### src/rtl/fpdiv_pkg.sv
// Shared types and constants for the f32 divide/sqrt issue sequencer.
// f32_div_special classifies divide operands that can be answered without iterating.
package fpdiv_pkg;

  typedef enum logic [1:0] {
    ST_IDLE = 2'd0,
    ST_LOAD = 2'd1,
    ST_RUN  = 2'd2,
    ST_DONE = 2'd3
  } state_t;

  localparam logic [1:0]  OP_DIV      = 2'b00;
  localparam logic [1:0]  OP_SQRT     = 2'b01;
  localparam logic [31:0] F32_QNAN    = 32'h7FC0_0000;
  localparam logic [7:0]  F32_INF_EXP = 8'hFF;

  typedef struct packed {
    logic        rm;
    logic [1:0]  op;
    logic [31:0] n;
    logic [31:0] d;
  } req_t;

  // Bit 32 flags a special operand pair; bits 31:0 hold the ready-made result.
  function automatic logic [32:0] f32_div_special(input logic [31:0] n, input logic [31:0] d);
    logic n_nan, n_inf, n_zero, d_nan, d_inf, d_zero, sign;
    n_nan  = (n[30:23] == F32_INF_EXP) && (n[22:0] != 23'd0);
    n_inf  = (n[30:23] == F32_INF_EXP) && (n[22:0] == 23'd0);
    n_zero = (n[30:0] == 31'd0);
    d_nan  = (d[30:23] == F32_INF_EXP) && (d[22:0] != 23'd0);
    d_inf  = (d[30:23] == F32_INF_EXP) && (d[22:0] == 23'd0);
    d_zero = (d[30:0] == 31'd0);
    sign   = n[31] ^ d[31];
    if (n_nan || d_nan || (n_zero && d_zero) || (n_inf && d_inf))
      f32_div_special = {1'b1, F32_QNAN};
    else if (d_zero || n_inf)
      f32_div_special = {1'b1, sign, F32_INF_EXP, 23'd0};
    else if (n_zero || d_inf)
      f32_div_special = {1'b1, sign, 31'd0};
    else
      f32_div_special = 33'd0;
  endfunction

endpackage

### src/rtl/fpdiv_sequencer_if.sv
// Request, response and divider-side signals of the f32 divide sequencer.
interface fpdiv_sequencer_if;
  import fpdiv_pkg::*;

  // A transfer happens on the rising edge where valid && ready; valid never waits on ready.
  logic        req_valid;
  logic        req_ready;
  logic        req_rm;
  logic [1:0]  req_op;
  logic [31:0] req_n;
  logic [31:0] req_d;
  logic        resp_valid;
  logic        resp_ready;
  logic [31:0] resp_result;
  logic        busy;
  logic        div_reset;
  logic        div_rm;
  logic [1:0]  div_op;
  logic [31:0] div_n;
  logic [31:0] div_d;
  logic [31:0] div_result;
  state_t      dbg_state;

  modport slave (
    input  req_valid, req_rm, req_op, req_n, req_d, resp_ready, div_result,
    output req_ready, resp_valid, resp_result, busy,
           div_reset, div_rm, div_op, div_n, div_d, dbg_state
  );

  modport master (
    output req_valid, req_rm, req_op, req_n, req_d, resp_ready, div_result,
    input  req_ready, resp_valid, resp_result, busy,
           div_reset, div_rm, div_op, div_n, div_d, dbg_state
  );
endinterface

### src/rtl/fpdiv_req_fifo.sv
// Synchronous request FIFO with wrap-around pointers; DEPTH must be a power of two.
module fpdiv_req_fifo
  import fpdiv_pkg::*;
#(
  parameter int DEPTH = 2
) (
  input  logic                     clk,
  input  logic                     reset,
  input  logic                     i_push,
  input  req_t                     i_data,
  input  logic                     i_pop,
  output req_t                     o_data,
  output logic [$clog2(DEPTH):0]   o_count,
  output logic                     o_full,
  output logic                     o_empty
);
  localparam int AW = $clog2(DEPTH);

  req_t           r_mem [DEPTH];
  logic [AW-1:0]  r_wr_ptr;
  logic [AW-1:0]  r_rd_ptr;
  logic [AW:0]    r_count;
  logic           w_do_push;
  logic           w_do_pop;

  assign o_full    = (r_count == (AW+1)'(DEPTH));
  assign o_empty   = (r_count == '0);
  assign o_count   = r_count;
  assign o_data    = r_mem[r_rd_ptr];
  assign w_do_push = i_push && !o_full;
  assign w_do_pop  = i_pop && !o_empty;

  always_ff @(posedge clk) begin
    if (w_do_push) r_mem[r_wr_ptr] <= i_data;
  end

  always_ff @(posedge clk) begin
    if (reset) begin
      r_wr_ptr <= '0;
      r_rd_ptr <= '0;
      r_count  <= '0;
    end else begin
      if (w_do_push) r_wr_ptr <= r_wr_ptr + AW'(1);
      if (w_do_pop)  r_rd_ptr <= r_rd_ptr + AW'(1);
      case ({w_do_push, w_do_pop})
        2'b10:   r_count <= r_count + (AW+1)'(1);
        2'b01:   r_count <= r_count - (AW+1)'(1);
        default: r_count <= r_count;
      endcase
    end
  end
endmodule

### src/rtl/fpdiv_sequencer.sv
// Issue/completion controller in front of an iterative f32 divide/sqrt unit.
// Define FPDIV_SPECIAL_BYPASS_EN to answer special divide operands without the divider.
module fpdiv_sequencer
  import fpdiv_pkg::*;
#(
  parameter int LATENCY = 12,
  parameter int DEPTH   = 2
) (
  input  logic               clk,
  input  logic               reset,
  fpdiv_sequencer_if.slave   bus
);
  localparam int CW = (LATENCY > 1) ? $clog2(LATENCY) : 1;
  localparam int AW = $clog2(DEPTH);

  state_t         r_state;
  state_t         w_next_state;
  logic [CW-1:0]  r_cnt;
  req_t           r_op;
  logic [31:0]    r_result;
  req_t           w_req;
  req_t           w_head;
  logic           w_req_ready;
  logic           w_push;
  logic           w_pop;
  logic           w_full;
  logic           w_empty;
  logic [AW:0]    w_count;

  assign w_req       = {bus.req_rm, bus.req_op, bus.req_n, bus.req_d};
  assign w_req_ready = !w_full && !reset;
  assign w_push      = bus.req_valid && w_req_ready;

  fpdiv_req_fifo #(.DEPTH(DEPTH)) u_fifo (
    .clk     (clk),
    .reset   (reset),
    .i_push  (w_push),
    .i_data  (w_req),
    .i_pop   (w_pop),
    .o_data  (w_head),
    .o_count (w_count),
    .o_full  (w_full),
    .o_empty (w_empty)
  );

`ifdef FPDIV_SPECIAL_BYPASS_EN
  logic [32:0] w_special;
  logic        w_special_hit;
  assign w_special     = f32_div_special(w_head.n, w_head.d);
  assign w_special_hit = (w_head.op == OP_DIV) && w_special[32];
`endif

  always_comb begin
    w_next_state = r_state;
    w_pop        = 1'b0;
    case (r_state)
      ST_IDLE: if (!w_empty) begin
        w_pop        = 1'b1;
        w_next_state = ST_LOAD;
      end
      ST_LOAD: w_next_state = ST_RUN;
      ST_RUN:  if (r_cnt == '0) w_next_state = ST_DONE;
      ST_DONE: if (bus.resp_ready) begin
        if (!w_empty) begin
          w_pop        = 1'b1;
          w_next_state = ST_LOAD;
        end else begin
          w_next_state = ST_IDLE;
        end
      end
      default: w_next_state = ST_IDLE;
    endcase
`ifdef FPDIV_SPECIAL_BYPASS_EN
    if (w_pop && w_special_hit) w_next_state = ST_DONE;
`endif
  end

  always_ff @(posedge clk) begin
    if (reset) begin
      r_state  <= ST_IDLE;
      r_cnt    <= '0;
      r_op     <= '0;
      r_result <= '0;
    end else begin
      r_state <= w_next_state;
      if (w_pop) r_op <= w_head;
      if (r_state == ST_LOAD)
        r_cnt <= CW'(LATENCY - 1);
      else if (r_state == ST_RUN && r_cnt != '0)
        r_cnt <= r_cnt - CW'(1);
      if (r_state == ST_RUN && r_cnt == '0) r_result <= bus.div_result;
`ifdef FPDIV_SPECIAL_BYPASS_EN
      if (w_pop && w_special_hit) r_result <= w_special[31:0];
`endif
    end
  end

  // Divider is held in reset everywhere except RUN, so operands settle during LOAD.
  assign bus.req_ready   = w_req_ready;
  assign bus.resp_valid  = (r_state == ST_DONE);
  assign bus.resp_result = r_result;
  assign bus.busy        = (r_state != ST_IDLE) || (w_count != '0);
  assign bus.div_reset   = (r_state != ST_RUN);
  assign bus.div_rm      = r_op.rm;
  assign bus.div_op      = r_op.op;
  assign bus.div_n       = r_op.n;
  assign bus.div_d       = r_op.d;
  assign bus.dbg_state   = r_state;
endmodule

### src/flat_wrapper.sv
// flat-port wrapper written by rule: the top's interface ports become plain ports
module fpdiv_sequencer_flat import fpdiv_pkg::*;
#(
  parameter int LATENCY = 12,
  parameter int DEPTH   = 2
)
  (clk, reset, bus_req_valid, bus_req_rm, bus_req_op, bus_req_n, bus_req_d, bus_resp_ready, bus_div_result, bus_req_ready, bus_resp_valid, bus_resp_result, bus_busy, bus_div_reset, bus_div_rm, bus_div_op, bus_div_n, bus_div_d, bus_dbg_state);
  fpdiv_sequencer_if bus_i ();
  input  logic clk;
  input  logic reset;
  input wire logic [$bits(bus_i.req_valid)-1:0] bus_req_valid;
  input wire logic [$bits(bus_i.req_rm)-1:0] bus_req_rm;
  input wire logic [$bits(bus_i.req_op)-1:0] bus_req_op;
  input wire logic [$bits(bus_i.req_n)-1:0] bus_req_n;
  input wire logic [$bits(bus_i.req_d)-1:0] bus_req_d;
  input wire logic [$bits(bus_i.resp_ready)-1:0] bus_resp_ready;
  input wire logic [$bits(bus_i.div_result)-1:0] bus_div_result;
  output wire logic [$bits(bus_i.req_ready)-1:0] bus_req_ready;
  output wire logic [$bits(bus_i.resp_valid)-1:0] bus_resp_valid;
  output wire logic [$bits(bus_i.resp_result)-1:0] bus_resp_result;
  output wire logic [$bits(bus_i.busy)-1:0] bus_busy;
  output wire logic [$bits(bus_i.div_reset)-1:0] bus_div_reset;
  output wire logic [$bits(bus_i.div_rm)-1:0] bus_div_rm;
  output wire logic [$bits(bus_i.div_op)-1:0] bus_div_op;
  output wire logic [$bits(bus_i.div_n)-1:0] bus_div_n;
  output wire logic [$bits(bus_i.div_d)-1:0] bus_div_d;
  output wire logic [$bits(bus_i.dbg_state)-1:0] bus_dbg_state;
  assign bus_i.req_valid = bus_req_valid;
  assign bus_i.req_rm = bus_req_rm;
  assign bus_i.req_op = bus_req_op;
  assign bus_i.req_n = bus_req_n;
  assign bus_i.req_d = bus_req_d;
  assign bus_i.resp_ready = bus_resp_ready;
  assign bus_i.div_result = bus_div_result;
  assign bus_req_ready = bus_i.req_ready;
  assign bus_resp_valid = bus_i.resp_valid;
  assign bus_resp_result = bus_i.resp_result;
  assign bus_busy = bus_i.busy;
  assign bus_div_reset = bus_i.div_reset;
  assign bus_div_rm = bus_i.div_rm;
  assign bus_div_op = bus_i.div_op;
  assign bus_div_n = bus_i.div_n;
  assign bus_div_d = bus_i.div_d;
  assign bus_dbg_state = bus_i.dbg_state;
  fpdiv_sequencer #(.LATENCY(LATENCY), .DEPTH(DEPTH)) u_core (.clk(clk), .reset(reset), .bus(bus_i));
endmodule
### config.mk
export PLATFORM = sky130hd
export DESIGN_NAME = fpdiv_sequencer_flat
export DESIGN_NICKNAME = d
export VERILOG_FILES = /design/src/rtl/fpdiv_pkg.sv /design/src/rtl/fpdiv_sequencer_if.sv /design/src/rtl/fpdiv_req_fifo.sv /design/src/rtl/fpdiv_sequencer.sv /design/src/flat_wrapper.sv
export SDC_FILE = /design/constraint.sdc
export NUM_CORES = 1
export LEC_CHECK = 0
export BUFFER_PORTS_ARGS = -buffer_cell sky130_fd_sc_hd__buf_4
export CAP_MARGIN = 20
export CORE_ASPECT_RATIO = 1.4
export CORE_UTILIZATION = 50
export CTS_BUF_LIST = sky130_fd_sc_hd__clkbuf_4 sky130_fd_sc_hd__clkbuf_8 sky130_fd_sc_hd__clkbuf_16
export CTS_CLUSTER_DIAMETER = 120
export DETAILED_ROUTE_END_ITERATION = 16
export PLACE_DENSITY_LB_ADDON = 0.12
export SETUP_SLACK_MARGIN = 0.15
export SLEW_MARGIN = 10
export SYNTH_ARGS = -nofsm -noshare
export SYNTH_HDL_FRONTEND = slang
export SYNTH_SLANG_ARGS = --single-unit
### constraint.sdc
create_clock -name clk -period 5.6 [get_ports clk]
set_input_delay 1.12 -clock clk [delete_from_list [all_inputs] [get_ports clk]]
set_output_delay 1.12 -clock clk [all_outputs]
set_load 0.01 [all_outputs]
Yosys cells after proc, flatten, opt, wreduce, memory -nomap -nowiden. Memory sizes are Yosys's and may differ from the RTL's. A register that Yosys moved wholly into a read port is not among the register bits. Cells that the tools add are included.

Bits in writable memories: 134. Flip-flop bits (word level): 42. Memories kept: 1.

Reduce and logical (&&, ||, !) cells: 20. Equality and inequality tests: 10. Muxes and demuxes: 13. Add/subtract/negate cells: 5.

Memories: u_core.u_fifo.r_mem (words 2, width 67, read ports 1, clocked after memory_dff 1, write ports 1, RTL line fpdiv_req_fifo.sv:19) `req_t r_mem [DEPTH];`.

Operators by type and width (number): $eq A2 B2 Y1 const B (4); $mux W4 (2); $ne A2 B2 Y1 const B (4); $pmux W2 S4 (1); $reduce_bool A2 Y1 (4); $logic_and A1 B1 Y1 (6); $mux W2 (3); $mux W1 (5); $eq A2 B1 Y1 const B (2); $logic_not A2 Y1 (2); $logic_not A4 Y1 (1); $pmux W2 S2 (1); $reduce_bool A4 Y1 (1); $sub A4 B1 Y4 const B (1); $logic_not A1 Y1 (3); $reduce_and A3 Y1 (1); $add A1 B1 Y1 const B (2); $add A2 B1 Y2 const B (1); $pmux W1 S2 (1); $reduce_or A2 Y1 (1); $sub A2 B1 Y2 const B (1); $logic_or A1 B1 Y1 (1).

Depth between registers and ports, before layout.
Depth after elaboration: 7. Gate-level depth with buffers: 10. Mapped depth without buffers: 8.

Cells and area by module. From an unflattened synthesis, not the netlist that was laid out.

Cell total of the unflattened synthesis: 733. Area, all modules: 9095.0 sq um.

Modules (own cells, without submodules): fpdiv_req_fifo (area an instance 5044.8 sq um, times used 1, cells an instance 234, sequential area each 4124.0 sq um); fpdiv_sequencer (area an instance 4050.1 sq um, times used 1, cells an instance 499, sequential area each 2102.0 sq um).

Worst setup path after synthesis. No wires, ideal clock.

Path kind: input-to-reg. Start point: in reset. End point: mem u_core.u_fifo.r_mem[0][0] (netlist bit) (enable). Stages on the path: 2. Data arrival time: 4.254 ns. Setup slack: 0.854 ns. Setup time: 0.492 ns. Path through: a211o_1 > nor2_1.

Longest elaborated chain between the ends: 6.

RTL lines: start: declaration (RTL line flat_wrapper.sv:10) `input logic reset;`; $logic_not A1 Y1 (RTL line fpdiv_sequencer.sv:31) `assign w_req_ready = !w_full && !reset;`; $logic_and A1 B1 Y1 (RTL line fpdiv_sequencer.sv:31); $logic_and A1 B1 Y1 (RTL line fpdiv_sequencer.sv:32) `assign w_push = bus.req_valid && w_req_ready;`; $logic_and A1 B1 Y1 (RTL line fpdiv_req_fifo.sv:30) `assign w_do_push = i_push && !o_full;`; $mux W1 (RTL line fpdiv_req_fifo.sv:34) `if (w_do_push) r_mem[r_wr_ptr] <= i_data;`; $mux W1 (not written as such) (RTL line fpdiv_req_fifo.sv:34); end: declaration (RTL line fpdiv_req_fifo.sv:19).

Every way passes these cells.

Worst setup path after layout.
Start point: in reset. End point: mem u_core.u_fifo.r_mem[1][49] (netlist bit) (enable).

The elaborated chain is that of the path after synthesis.

==> flow_metrics.py <==
metrics = {
    "synthesis": {
        "synth_nets": 752,
        "syn_area_um2": 8600,
        "avgSynthCellArea_um2": 13.4,
        "yosys_warnings": 0,
        "synth-simple-area-share_pct": 6.86,
        "synth_compound_area_share_pct": 8.66,
        "ys.flop_type": "edfxtp_1",
        "syn_inst": 642,
        "synth-seq-cells": 243,
        "muxShareOfSynthArea_pct": 7.92,
        "synth_adder_area_share_pct": 1.02,
        "synthXorXnorAreaFrac_pct": 0.713,
        "synth.distinct_cells": 24,
        "synth_enable_flop_cells": 134,
        "ys_seq_area_share_pct": 72.2,
        "synth-async-reset-ratio_pct": 0,
        "synth_top_family_by_area": "compound AO/OA/AOI/OAI gates",
    },
    "placed_design": {
        "pre_cts_ws_ns": 2.23,
        "routabilityCongestion": 0.726,
        "hpwl_um": 11500,
        "port_buffers": 207,
    },
    "clocking": {
        "post_cts_buffers": 0,
        "cts_tree": "built",
        "cts_root_buf": "clkbuf_16",
        "clock_path_buffers": 3,
        "cts_hold_buf": 0,
        "cts_max_level": 1,
        "cts_resized": 0,
        "cts.sinks": 243,
        "clk_pin_slew_ns": 0.06,
        "cts_buffers": 23,
        "clk_latency_ns": 0.50,
    },
    "pwr": {
        "seq_power_share_pct": 42.5,
        "pwr-share-clk_pct": 26.5,
        "total_power_mw": 5.92,
        "p_leak_nw": 4.14,
        "sw_frac_of_total_pct": 30.8,
        "irDropWorstVdd_v": 0.000387,
        "power_density_nw_per_um2": 534,
        "p_sw_mw": 1.82,
        "pwr-share-comb_pct": 30.9,
        "intPower_mw": 4.10,
    },
    "drt": {
        "final_antenna_net_count": 0,
        "drt-pass1-iter-count": 5,
        "wire_per_inst_um": 16.0,
        "via_per_inst": 5.15,
        "wl_um": 16900,
        "drc": 0,
        "vias": 5451,
        "drt_iter0_markers": 224,
    },
    "floorplanning": {
        "ios": 208,
        "num_rows": 56,
        "die_h_um": 157,
        "core_um2": 16800,
        "design.die.area_um2": 17700,
        "start_util_pct": 51.1,
        "die_x_um": 113,
    },
    "layout": {
        "n_antenna_cell": 0,
        "nNetsFinal": 949,
        "drive_above_1_share_pct": 30.8,
        "syn2layout_area_growth_pct": 29.1,
        "final_common_cell": "buf_4",
        "layout_common_cells": "buf_4, edfxtp_1, dfxtp_1",
        "n_fill_cell": 1251,
    },
    "sta": {
        "worst_pin_slew_ns": 0.958,
        "finClkSkew_ns": 0.00870,
        "period_needed_ns": 2.80,
        "finalSetupViolCount": 0,
        "hold_viol_final": 0,
        "setup_ws_ns": 2.80,
        "finalCritPeriodShare_pct": 50.1,
        "relSlewSlack_pct": 36.1,
        "whs_ns": 0.453,
        "max_freq_mhz": 357,
        "rsz0062_at_grt": "false",
        "fin_setup_tns_ns": 0,
        "slew_violations": 0,
    },
    "min_path": {
        "hold_class": "register to register",
    },
    "outcome": {
        "status": "complete, no violations",
    },
    "global_route": {
        "grt_pass1_wl_um": 26300,
        "grt_usage_pct": 18.9,
        "antenna_found_initial": 0,
        "grt_pass1_vias": 5529,
        "grt.overflow.total": 0,
        "grt_max_degree": 87,
    },
    "critical_path": {
        "cp-start-kind": "primary input",
        "required_ns": 5.73,
        "worstSetupEndpointType": "register",
        "critical_path_class": "primary input to register",
        "cp_max_fo": 47,
        "cp.arrival_ns": 2.93,
    },
    "flow_run": {
        "max_cap_viol_count": 0,
    },
}
registers in the layout, indices dropped and copies added, names as in the netlist:
register                cells
u_core.u_fifo.o_count       2
u_core.u_fifo.r_mem       134
u_core.u_fifo.r_rd_ptr      1
u_core.bus.div_d           32
u_core.u_fifo.r_wr_ptr      1
u_core.bus.div_op           2
u_core.bus.div_n           32
u_core.r_cnt                4
u_core.bus.dbg_state        2
u_core.bus.resp_result     32
u_core.bus.div_rm           1
routing by layer:
layer,routed length (um),GRT usage [%]
met4,519,8.13
met3,1080,4.24
met2,8920,35.9
met1,6420,20.0
met5,0,0
final cells by class:
class                      count  area [um^2]  area share, %
sequential                   243         6210           56.0
tap                          203          254           2.29
inverter                      10         37.5          0.338
timing repair buffer         215         1620           14.6
clock inverter                 8          116           1.05
clock buffer                  33          668           6.02
multi-input combinational    346         2190           19.7
worst max-delay path: stages:
cell and delay (ns):
buf_4 0.20, a211o_1 0.42, nor2_4 0.52, buf_4 0.62
worst paths after layout:
check,startpoint,to,slack [ns],cells after the start
worst max-delay path,reset,u_core.u_fifo.r_mem[1][49],2.80,4
worst min-delay path,u_core.bus.resp_result[8],u_core.bus.resp_result[8],0.45,2
worst max register to register,u_core.bus.dbg_state[1],u_core.bus.div_d[30],2.85,7
worst min register to register,u_core.bus.resp_result[8],u_core.bus.resp_result[8],0.45,2
per-stage QoR:
| step | cell area, um^2 | utilization (%) | instances |
|---|---|---|---|
| 2_1_floorplan | 8600 | - | 642 |
| 3_3_place_gp | 10300 | 61.2 | 1016 |
| 3_5_place_dp | 10300 | 61.2 | 1016 |
| 4_1_cts | 11100 | 65.9 | 1057 |
| 5_1_grt | 11100 | 66.0 | 1058 |
| 6_report | 11100 | 66.0 | 1058 |
cell families (layout without fill, tap and decap cells):
| logic type | after synthesis | count (layout) |
|---|---|---|
| DFF | 243 | 243 |
| and+or+nand+nor | 152 | 152 |
| AOI/OAI and AO/OA | 112 | 112 |
| muxes | 68 | 68 |
| buffers and inverters | 53 | 266 |
| adders and majority gates | 7 | 7 |
| xor gates and xnor gates | 7 | 7 |
power by group through the flow:
stage                     combinational, mW  sequential (mW)  clock (mW)
after floorplan                        1.03             2.61           0
after global placement                 1.78             2.54           0
after detailed placement               1.85             2.56           0
after CTS                              1.85             2.52        1.60
after global routing                   2.03             2.56        1.67
final                                  1.83             2.52        1.57
synth_stat cells, types with 2 or more instances:
library cell	n	area [um^2]
o21ai_0	2	10.0
nand3_1	2	10.0
edfxtp_1	134	4020
xor2_1	3	26.3
clkbuf_1	21	78.8
inv_1	10	37.5
a211oi_1	67	503
nor3_1	3	15.0
or2_2	2	12.5
a21oi_1	38	190
xnor2_1	4	35.0
ha_1	7	87.6
dfxtp_1	109	2180
nor2_1	75	282
buf_2	22	110
mux2i_1	68	681
nand2_1	68	255
No activity file was read; power rests on OpenSTA's default activity.
